File: config.mk
export PLATFORM = sky130hd
export DESIGN_NAME = mmio_uart_tx
export DESIGN_NICKNAME = d
export VERILOG_FILES = /design/src/rtl/mmio_uart_tx.sv
export SDC_FILE = /design/constraint.sdc
export NUM_CORES = 1
export LEC_CHECK = 0
export ABC_AREA = 0
export BUFFER_PORTS_ARGS = -buffer_cell sky130_fd_sc_hd__buf_2
export CAP_MARGIN = 20
export CORE_ASPECT_RATIO = 1.2
export CORE_MARGIN = 4
export CORE_UTILIZATION = 60
export CTS_CLUSTER_DIAMETER = 50
export CTS_CLUSTER_SIZE = 16
export DETAILED_ROUTE_END_ITERATION = 6
export PLACE_DENSITY_LB_ADDON = 0.05
export SYNTH_ARGS = -nofsm -noshare
export SYNTH_HDL_FRONTEND = slang
export SYNTH_SLANG_ARGS = --single-unit
export TNS_END_PERCENT = 1
File: constraint.sdc
create_clock -name InputClk -period 5.01 [get_ports InputClk]
set_input_delay 1.2525 -clock InputClk [delete_from_list [all_inputs] [get_ports InputClk]]
set_output_delay 1.2525 -clock InputClk [all_outputs]
set_load 0.02 [all_outputs]
File: src/rtl/mmio_uart_tx.sv
// Memory-mapped 8N1 UART transmitter: TX FIFO, status/control/divisor
// registers, serializer with a programmable bit period, and a level interrupt.
module mmio_uart_tx #(
    parameter logic [31:0] BASE_ADDR    = 32'h0000_1000,
    parameter int          FIFO_DEPTH   = 8,
    parameter int          CLKS_PER_BIT = 4
) (
    input  logic        InputClk,
    input  logic        rst,
    input  logic [31:0] AddressBus,
    input  logic [31:0] DataBusOut,
    input  logic [2:0]  ControlBus,
    output logic        MmioHit,
    output logic [31:0] MmioDataOutput,
    output logic        tx,
    output logic        tx_busy,
    output logic        irq
);

    localparam int AW = $clog2(FIFO_DEPTH);
    localparam int CW = AW + 1;

    typedef enum logic [1:0] {
        ST_IDLE  = 2'd0,
        ST_START = 2'd1,
        ST_DATA  = 2'd2,
        ST_STOP  = 2'd3
    } state_t;

    state_t        r_state;
    state_t        w_state_nxt;
    logic          r_enable;
    logic          r_irq_en;
    logic          r_ovf;
    logic [15:0]   r_divisor;
    logic [15:0]   r_period;
    logic [15:0]   r_cnt;
    logic [2:0]    r_bit;
    logic [7:0]    r_shift;
    logic          r_tx;
    logic [7:0]    r_mem [FIFO_DEPTH];
    logic [AW-1:0] r_wr_ptr;
    logic [AW-1:0] r_rd_ptr;
    logic [CW-1:0] r_count;

    logic          w_rd;
    logic          w_wr;
    logic [1:0]    w_off;
    logic          w_wr_txdata;
    logic          w_wr_status;
    logic          w_wr_ctrl;
    logic          w_wr_div;
    logic          w_full;
    logic          w_empty;
    logic          w_push;
    logic          w_pop;
    logic          w_tick;
    logic [6:0]    w_count7;
    logic [7:0]    w_head;
    logic [31:0]   w_rdata;
    logic          w_unused_bits;

    assign MmioHit     = (AddressBus[31:4] == BASE_ADDR[31:4]);
    assign w_rd        = MmioHit & ControlBus[1];
    assign w_wr        = MmioHit & ControlBus[2];
    assign w_off       = AddressBus[3:2];
    assign w_wr_txdata = w_wr & (w_off == 2'd0);
    assign w_wr_status = w_wr & (w_off == 2'd1);
    assign w_wr_ctrl   = w_wr & (w_off == 2'd2);
    assign w_wr_div    = w_wr & (w_off == 2'd3);

    assign w_full   = (r_count == CW'(FIFO_DEPTH));
    assign w_empty  = (r_count == {CW{1'b0}});
    // A full FIFO still accepts a byte when the serializer pops in the same cycle.
    assign w_push   = w_wr_txdata & (~w_full | w_pop);
    assign w_count7 = 7'(r_count);
    assign w_head   = r_mem[r_rd_ptr];
    assign w_tick   = (r_cnt == (r_period - 16'd1));

    assign tx      = r_tx;
    assign tx_busy = (r_state != ST_IDLE);
    assign irq     = r_irq_en & w_empty & ~tx_busy;

    assign w_unused_bits = &{1'b0, AddressBus[1:0], DataBusOut[31:16], ControlBus[0]};

    // Read-data mux: combinational, no side effects, zero outside a read hit.
    always_comb begin
        w_rdata = 32'd0;
        case (w_off)
            2'd0:    w_rdata = 32'd0;
            2'd1:    w_rdata = {17'd0, w_count7, 4'd0, r_ovf, tx_busy, w_empty, w_full};
            2'd2:    w_rdata = {30'd0, r_irq_en, r_enable};
            2'd3:    w_rdata = {16'd0, r_divisor};
            default: w_rdata = 32'd0;
        endcase
        if (w_rd) begin
            MmioDataOutput = w_rdata;
        end else begin
            MmioDataOutput = 32'd0;
        end
    end

    // Control, divisor and sticky overflow registers.
    always_ff @(posedge InputClk or negedge rst) begin
        if (!rst) begin
            r_enable  <= 1'b0;
            r_irq_en  <= 1'b0;
            r_divisor <= 16'(CLKS_PER_BIT);
            r_ovf     <= 1'b0;
        end else begin
            if (w_wr_ctrl) begin
                r_enable <= DataBusOut[0];
                r_irq_en <= DataBusOut[1];
            end
            if (w_wr_div) begin
                r_divisor <= (DataBusOut[15:0] == 16'd0) ? 16'd1 : DataBusOut[15:0];
            end
            if (w_wr_txdata & ~w_push) begin
                r_ovf <= 1'b1;
            end else if (w_wr_status & DataBusOut[3]) begin
                r_ovf <= 1'b0;
            end
        end
    end

    // FIFO storage; contents need no reset because count gates every read.
    always_ff @(posedge InputClk) begin
        if (w_push) begin
            r_mem[r_wr_ptr] <= DataBusOut[7:0];
        end
    end

    // FIFO pointers and occupancy; pointers wrap naturally at the power-of-2 depth.
    always_ff @(posedge InputClk or negedge rst) begin
        if (!rst) begin
            r_wr_ptr <= {AW{1'b0}};
            r_rd_ptr <= {AW{1'b0}};
            r_count  <= {CW{1'b0}};
        end else begin
            if (w_push) begin
                r_wr_ptr <= r_wr_ptr + AW'(1);
            end
            if (w_pop) begin
                r_rd_ptr <= r_rd_ptr + AW'(1);
            end
            case ({w_push, w_pop})
                2'b10:   r_count <= r_count + CW'(1);
                2'b01:   r_count <= r_count - CW'(1);
                default: r_count <= r_count;
            endcase
        end
    end

    // Serializer state register.
    always_ff @(posedge InputClk or negedge rst) begin
        if (!rst) begin
            r_state <= ST_IDLE;
        end else begin
            r_state <= w_state_nxt;
        end
    end

    // Serializer next-state logic; the pop happens on the IDLE exit cycle.
    always_comb begin
        w_state_nxt = r_state;
        w_pop       = 1'b0;
        case (r_state)
            ST_IDLE: begin
                if (r_enable & ~w_empty) begin
                    w_pop       = 1'b1;
                    w_state_nxt = ST_START;
                end else begin
                    w_state_nxt = ST_IDLE;
                end
            end
            ST_START: begin
                if (w_tick) begin
                    w_state_nxt = ST_DATA;
                end else begin
                    w_state_nxt = ST_START;
                end
            end
            ST_DATA: begin
                if (w_tick & (r_bit == 3'd7)) begin
                    w_state_nxt = ST_STOP;
                end else begin
                    w_state_nxt = ST_DATA;
                end
            end
            ST_STOP: begin
                if (w_tick) begin
                    w_state_nxt = ST_IDLE;
                end else begin
                    w_state_nxt = ST_STOP;
                end
            end
            default: w_state_nxt = ST_IDLE;
        endcase
    end

    // Shift register, latched bit period, bit-period counter and bit index.
    always_ff @(posedge InputClk or negedge rst) begin
        if (!rst) begin
            r_shift  <= 8'd0;
            r_period <= 16'(CLKS_PER_BIT);
            r_cnt    <= 16'd0;
            r_bit    <= 3'd0;
        end else if (w_pop) begin
            r_shift  <= w_head;
            r_period <= r_divisor;
            r_cnt    <= 16'd0;
            r_bit    <= 3'd0;
        end else if (r_state != ST_IDLE) begin
            if (w_tick) begin
                r_cnt <= 16'd0;
                if (r_state == ST_DATA) begin
                    r_bit <= r_bit + 3'd1;
                end
            end else begin
                r_cnt <= r_cnt + 16'd1;
            end
        end
    end

    // Registered line driver: follows the serializer state one clock later.
    always_ff @(posedge InputClk or negedge rst) begin
        if (!rst) begin
            r_tx <= 1'b1;
        end else begin
            case (r_state)
                ST_START: r_tx <= 1'b0;
                ST_DATA:  r_tx <= r_shift[r_bit];
                default:  r_tx <= 1'b1;
            endcase
        end
    end

endmodule

# Word-level counts from Yosys, hierarchy flattened
# Memories as Yosys holds them, arrays and structs flattened. A register that Yosys moved wholly into a read port is not among the register bits.
# Index checks and enable logic that the tools add are counted.
# W data, S select, Z words.
# word_totals
reg_bits	67
ram_bits	64
in_bits	69
out_inout_bits	36
wordCells	88
memories	1
# mem_list
name	words	word_bits	read_ports	rd_ports_with_merged_regs	wr	line	rtl
r_mem	8	8	1	1	1	41	logic [7:0] r_mem [FIFO_DEPTH];
# op_classes
n_addsub	7
magnitude_cmp	1
eq_ne	12
mux	25
n_bitwise	18
reduce_logical	12
# op_table
operator	n
$pmux W32 S4	1
$mux W16	4
$mux W32	1
$eq A28 B9 Y1 const B	1
$add A16 B1 Y16 const B	1
$eq A16 B16 Y1	1
$logic_not A16 Y1	1
$sub A16 B1 Y16 const B	1
$and A1 B1 Y1	13
$mux W3	4
$reduce_bool A2 Y1	6
$eq A2 B2 Y1 const B	5
$add A3 B1 Y3 const B	3
$mux W1	9
$pmux W2 S4	1
$pmux W4 S2	1
$eq A2 B1 Y1 const B	3
$add A4 B1 Y4 const B	1
$eq A4 B4 Y1 const B	1
$logic_not A2 Y1	2
$logic_not A4 Y1	1
$lt A3 B4 Y1 const B	1
$mux W2	2
$not A1 Y1	4
7 further kinds	7

# Depth between registers and ports, before layout
# Gate-level depths: netlist (run 1).
# depth
depth_word	10
depth_mapped	11
ltp_nobuf	11

# Worst setup path after synthesis (run 1)
# OpenSTA, ideal clock, no wires.
# synth_timing
path_kind	input to output
start	input AddressBus[28]
end	output MmioDataOutput[12]
arrival_ps	2716
required_ps	3758
slack_ps	1041
cell_stages	6
n_path_buf	0
cell_sequence	nor4_1 -> nand3_1 -> nor2_1 -> nand2_1 -> nor2_1 -> and2_1
# synth_between
elab_chain_len	3
# synth_lines
item	line	rtl
from (decl)	10	input logic [31:0] AddressBus,
$eq A28 B9 Y1	63	assign MmioHit = (AddressBus[31:4] == BASE_ADDR[31:4]);
via MmioHit	13	output logic MmioHit,
$and A1 B1 Y1	64	assign w_rd = MmioHit & ControlBus[1];
$mux W32	96	if (w_rd) begin
to (decl)	14	output logic [31:0] MmioDataOutput,
# The timed path passes the listed nets, and every way through them passes these cells.

# Worst setup path after layout (run 1)
# layout_timing
start	input AddressBus[5]
end	output MmioDataOutput[12]
# layout_between
elab_chain_len	3
# layout_lines
item	line
$eq A28 B9 Y1	63
$and A1 B1 Y1	64
$mux W32	96
# No other way between the ends.

==> out/results.ini, run 1 <==
[critical_path]
path_buf_inv=2
path_max_fanout=8
path_cells=buf_2 > nor4_1 > nand3_1 > nor2_1 > nand2_1 > nor2_1 > and2_1 > buf_2
crit_path_end_kind=primary output
arrival_ns=3.05
worstPathRequired_ns=3.76
cpPeakStageDelay_ns=0.47
worst-setup-path-type=input port to primary output
start_kind=input port
crit_family=simple AND/OR/NAND/NOR gates
slowest_stage=nor2_1

[sta]
setup_viol=0
layout_setup_ws_ns=0.706
period_needed_ns=4.30
tns_ns=0
finClkSkew_ns=0.0152
rsz0062_at_grt=no
relSlewSlack_pct=35.1
finalHoldViolations=0
worst_pin_slew_ns=0.974
drv_slew=0
fmax_mhz=232
period_share_pct=85.9

[die]
start_util_pct=61.4
die_height_um=124
rows=42
coreArea_um2=11000
die_area_um2=13100
num_io_pins=105
fp.dieW_um=105

[clock_network]
cts_buffer_depth=2
insertion_delay_ns=0.42
clock-sinks=139
hold_buffers=0
post_cts_buffers=0
clk_pin_slew_ns=0.05
cts-resized-gates=0
cts_tree=yes
htreeDepth=4
cts_root_buf=clkbuf_16
cts_buffers=17

[synthesis]
ys_seq_elements=139
synth_async_sr_flop_share_pct=54.0
syn_area_um2=6780
ys_types=58
syn-mean-instance-area_um2=12.1
synth_edf_count=64
synth_ff_type=dfrtp_1
yosys_warnings=0
synth_seq_area_share_pct=56.1
synthCells=558

[layout]
num_antenna_cells=0
final_cell_mix=76 x nand2_1, 72 x dfrtp_1, 68 x buf_2
post-route-util_pct=70.5
final_nets=709
n_fill_cell=783
finalInstanceArea_um2=7780
final_common_cell=nand2_1
layout-drive-gt1-share_pct=25.8
syn2layout_area_growth_pct=14.7

[drt]
vias=4502
drt_iter0_drc=214
routedWlPerCell_um=18.7
first_pass_iters=4
finalWirelength_um=14500
wl_met3_um=437
top_layer=met4
wl_met1_um=5780
antenna_left=0
route.met2.wl_um=7950
routed_via_density=5.80
drc=0

[global_route]
track_usage_pct=23.6
grt_antenna_before_repair=0
gr-total-overflow=0
grt_pass1_wl_um=23800
grt_pass1_vias=4675
grt_max_degree=76

[pwr]
leakagePower_nw=3.34
powerDensity_nw_per_um2=320
ir_drop_mv=0.297
finalPower_mw=2.49

[placed_design]
port_buffers=69
place_area_um2=7170
dpl_worst_slack_ns=0.748
gp_congestion=0.838
place_hpwl_um=10200

[job]
cap_violations=0

[outcome]
outcome=complete, no violations

[worst_hold_path]
min_path_type=flip-flop to flip-flop

metal layers:
metal  global-route usage [%]  vias to the layer above
met5                        0                        -
met4                     10.6                        0
met3                     4.77                       22
met2                     40.7                       80
met1                     28.5                     2260
li1                         -                     2140
logic make-up after synthesis:
| group | count (synthesis) | share of synthesized area, % |
|---|---|---|
| flops | 139 | 56.1 |
| xor+xnor | 38 | 5.02 |
| simple gates | 217 | 16.0 |
| mux | 63 | 13.0 |
| fa+ha+maj | 9 | 1.77 |
| compound gates | 46 | 4.37 |
| other cells | 1 | 0.0553 |
| buf+inv | 45 | 3.62 |
tightest hold or removal path, cell delays in order (launching register included):
cell,delay [ns]
dfstp_2,0.38
nand2_1,0.05
nand2_1,0.04
synth_stat cells, types with 2 or more instances:
| master | n | area, µm² |
|---|---|---|
| mux2_2 | 23 | 259 |
| and2_1 | 8 | 50.1 |
| nand2_1 | 76 | 285 |
| nor2b_1 | 4 | 25.0 |
| inv_1 | 9 | 33.8 |
| nor3b_1 | 2 | 15.0 |
| a22oi_1 | 2 | 15.0 |
| buf_4 | 16 | 120 |
| buf_6 | 2 | 22.5 |
| nand2b_1 | 3 | 18.8 |
| buf_1 | 6 | 22.5 |
| nand3_1 | 8 | 40.0 |
| or2_2 | 2 | 12.5 |
| and3_1 | 7 | 43.8 |
| a31oi_1 | 6 | 37.5 |
| nand4_1 | 13 | 81.3 |
| mux2i_1 | 22 | 220 |
| xnor2_1 | 21 | 184 |
| nor2_1 | 51 | 191 |
| a211oi_1 | 2 | 15.0 |
| nor2_2 | 7 | 43.8 |
| nor4b_1 | 3 | 26.3 |
| clkbuf_1 | 10 | 37.5 |
| dfstp_2 | 3 | 78.8 |
| mux4_2 | 18 | 405 |
| nor4_1 | 13 | 81.3 |
| o21ai_0 | 9 | 45.0 |
| nor3_1 | 9 | 45.0 |
| ha_1 | 8 | 100 |
| edfxtp_1 | 64 | 1920 |
| a21oi_1 | 15 | 75.1 |
| xor2_1 | 16 | 140 |
| dfrtp_1 | 72 | 1800 |
| or3_1 | 4 | 25.0 |
metrics by stage:
stage	cells	hold slack [ns]
final	776	0.477
after global routing	776	0.488
after CTS	775	0.478
after detailed placement	743	0.469
after global placement	743	0.463
after floorplan	573	0.440
power breakdown:
| part | total (mW) | switching, mW | internal (mW) |
|---|---|---|---|
| combinational | 0.0645 | 0.0465 | 0.0179 |
| sequential | 1.20 | 0.000000327 | 1.20 |
| clock | 1.23 | 0.458 | 0.771 |
| total | 2.49 | 0.504 | 1.98 |
final cells by class:
cell class	count	area, µm²	share of cell area, %
multi-input cells	389	2790	35.9
clock inverters	10	116	1.50
well taps	132	165	2.12
repair buffers	74	393	5.05
clock buffers	22	474	6.10
inverters	10	37.5	0.483
flip-flops and latches	139	3800	48.9
registers in the layout, indices dropped and copies added, names as in the netlist:
| name | count |
|---|---|
| r_mem | 64 |
| r_cnt | 16 |
| r_divisor | 16 |
| r_period | 16 |
| r_shift | 8 |
| r_count | 4 |
| r_bit | 3 |
| r_rd_ptr | 3 |
| r_wr_ptr | 3 |
| r_state | 2 |
| r_enable | 1 |
| r_irq_en | 1 |
| r_ovf | 1 |
| tx | 1 |
worst paths after layout:
kind | start | endpoint | slack (ns) | cells past startpoint
worst max-delay path | AddressBus[5] | MmioDataOutput[12] | 0.71 | 8
worst min-delay path | r_divisor[2] | r_period[2] | 0.48 | 2
worst max register to register | r_state[0] | r_mem[3][5] | 1.93 | 6
worst min register to register | r_divisor[2] | r_period[2] | 0.48 | 2
max in group asynchronous | rst | r_cnt[5] | 3.38 | 1
min in group asynchronous | rst | r_cnt[13] | 0.98 | 1
(Power assumes the default switching activity.)
==> inputs of run 2 (changes only) <==
--- a/config.mk
+++ b/config.mk
@@ -10,11 +10,12 @@
 export CAP_MARGIN = 20
 export CORE_ASPECT_RATIO = 1.2
 export CORE_MARGIN = 4
-export CORE_UTILIZATION = 60
+export CORE_UTILIZATION = 50
 export CTS_CLUSTER_DIAMETER = 50
 export CTS_CLUSTER_SIZE = 16
 export DETAILED_ROUTE_END_ITERATION = 6
 export PLACE_DENSITY_LB_ADDON = 0.05
+export RECOVER_POWER = 50
 export SYNTH_ARGS = -nofsm -noshare
 export SYNTH_HDL_FRONTEND = slang
 export SYNTH_SLANG_ARGS = --single-unit
==> run 2 against run 1 <==
- sequential share of layout area fell by 0.27 points
- cell count rose by 4.8%
- first-iteration DRC count rose by 10%
- setup slack got worse by 0.041 ns
- clock-buffer cell count fell by 5
- largest cell class unchanged
- register-to-register slack got worse by 0.39 ns
- critical endpoint unchanged
- sequential power barely moved
- cell area rose by 0.56%
==> out/results.ini, run 2 (same netlist as run 1, synthesis figures left out) <==
[clock_network]
insertion_delay_ns=0.41  ; about the same
cts_root_buf=clkbuf_16
clk_pin_slew_ns=0.06  ; about the same
post_cts_buffers=0  ; unchanged
cts_buffer_depth=2  ; unchanged
clock-sinks=139  ; unchanged
cts-resized-gates=0  ; unchanged
htreeDepth=4  ; unchanged
cts_tree=yes
hold_buffers=0  ; unchanged
cts_buffers=17  ; unchanged

[pwr]
ir_drop_mv=0.268  ; -9.8%
switchingPower_mw=0.527  ; +4.4%
powerDensity_nw_per_um2=316  ; -1.2%
power.internal_mw=1.95  ; -2.0%
seqPwrFrac_pct=48.3  ; +0.3 points
power_frac_comb_pct=2.6  ; about the same
p_clk_share_pct=49.0  ; -0.4 points
leakagePower_nw=3.31  ; -0.76%
swShare_pct=21.3  ; +1.0 points

[placed_design]
gp_congestion=0.886  ; +5.8%
port_buffers=69  ; unchanged
place_hpwl_um=10600  ; +3.8%

[die]
num_io_pins=105  ; unchanged
die_height_um=136  ; +8.9%
coreArea_um2=13200  ; +20%
fp.dieW_um=114  ; +8.8%
rows=46  ; +9.5%
start_util_pct=51.2  ; -10 points
die_area_um2=15500  ; +19%

[global_route]
track_usage_pct=19.7  ; -3.9 points
gr-total-overflow=0  ; unchanged
grt_pass1_wl_um=23200  ; -2.1%
grt_max_degree=76  ; unchanged
grt_pass1_vias=4505  ; -3.6%
grt_antenna_before_repair=0  ; unchanged

[sta]
finClkSkew_ns=0.00522  ; -0.0100 ns
worst_pin_slew_ns=0.925  ; -0.0488 ns
period_needed_ns=4.35  ; +0.0410 ns
rsz0062_at_grt=no
drv_slew=0  ; unchanged
fmax_mhz=230  ; -0.94%
tns_ns=0  ; unchanged
finalHoldViolations=0  ; unchanged
setup_viol=0  ; unchanged
relSlewSlack_pct=38.1  ; +3.1 points
period_share_pct=86.7  ; +0.82 points

[critical_path]
critPathLaunch=AddressBus[5]
arrival_ns=3.09  ; +0.04 ns
worst-setup-path-type=input port to primary output
crit_path_end_kind=primary output
path_max_fanout=8  ; unchanged
start_kind=input port
worstPathRequired_ns=3.76  ; about the same
rr_startpoint=r_state[0]

[layout]
multi_input_area_um2=2790  ; unchanged
final_nets=710  ; +0.14%
largest_reg_flops=64  ; unchanged
final_cell_mix=76 x nand2_1, 72 x dfrtp_1, 64 x edfxtp_1
post-route-util_pct=59.1  ; -11 points
final_common_cell=nand2_1
largest_register=r_mem
seq_area_um2=3800  ; unchanged
syn2layout_area_growth_pct=15.4
n_fill_cell=1098  ; +40%
num_antenna_cells=0  ; unchanged
layout-drive-gt1-share_pct=24.3  ; -1.4 points

[job]
cap_violations=0  ; unchanged

[drt]
first_pass_iters=4  ; unchanged
drt_iter0_drc=236  ; +10%
routedWlPerCell_um=17.9  ; -3.8%
vias=4446  ; -1.2%
antenna_left=0  ; unchanged
drc=0  ; unchanged
finalWirelength_um=14600  ; +0.75%
routed_via_density=5.47  ; -5.7%

[outcome]
outcome=complete, no violations

[worst_hold_path]
min-delay-start=r_divisor[2]
min_path_type=flip-flop to flip-flop

run 2: changes by cell type in the layout (fill, tap and decap cells not counted), sizes merged:
cell      previous run  this run
clkinvlp             2         3
inv                  9        11
clkinv               7         9
clkbuf              22        26
buf                 74        66
run 2: metrics by stage:
stage | total power, mW | cells | hold WS [ns] | area [µm²] | setup slack (ns)
floorplan | 1.25 | 573 | 0.440 | 6840 | 1.04
global placement | 1.28 | 779 | 0.464 | 7220 | 0.714
detailed placement | 1.28 | 780 | 0.469 | 7230 | 0.630
CTS | 2.49 | 812 | 0.478 | 7810 | 0.629
global route | 2.56 | 813 | 0.499 | 7820 | 0.518
finish | 2.47 | 813 | 0.484 | 7820 | 0.665
run 2: final timing paths:
| path | endpoint | cells past startpoint | slack [ns] |
|---|---|---|---|
| hold / removal | r_period[2] | 2 | 0.48 |
| setup reg to reg | r_mem[1][7] | 7 | 1.54 |
| hold reg to reg | r_period[2] | 2 | 0.48 |
| max in group asynchronous | r_divisor[2] | 2 | 3.55 |
| min in group asynchronous | r_cnt[12] | 1 | 0.74 |
| setup / recovery | MmioDataOutput[12] | 8 | 0.66 |
run 2: cell type report:
cell class	instances	area share (%)
sequential	139	48.6
inverter	10	0.480
clock inverter	15	1.92
tap	168	2.69
timing repair buffer	75	5.20
clock buffer	17	5.44
multi-input combinational	389	35.7
run 2: metal layers:
metal / GRT usage, % / part of all wire, % / routed length, µm / up-vias
met2: 33.7 / 53 / 7790 / 65
li1: - / - / - / 2136
met5: 0 / 0 / 0 / -
met1: 24.3 / 42 / 6080 / 2222
met4: 7.85 / 2.1 / 303 / 0
met3: 4.24 / 2.8 / 412 / 23
run 2: worst max-delay path, stage by stage:
cell	delay [ns]
buf_2	0.10
nor4_1	0.29
nand3_1	0.17
nor2_1	0.25
nand2_1	0.14
nor2_1	0.46
and2_1	0.25
buf_2	0.18
run 2: power groups by stage:
stage                     Sequential (mW)  Combinational (mW)  Clock (mW)
after detailed placement             1.22              0.0648           0
after floorplan                      1.22              0.0277           0
final                                1.19              0.0655        1.21
after global placement               1.22              0.0626           0
after CTS                            1.19              0.0648        1.23
after global routing                 1.19              0.0726        1.29
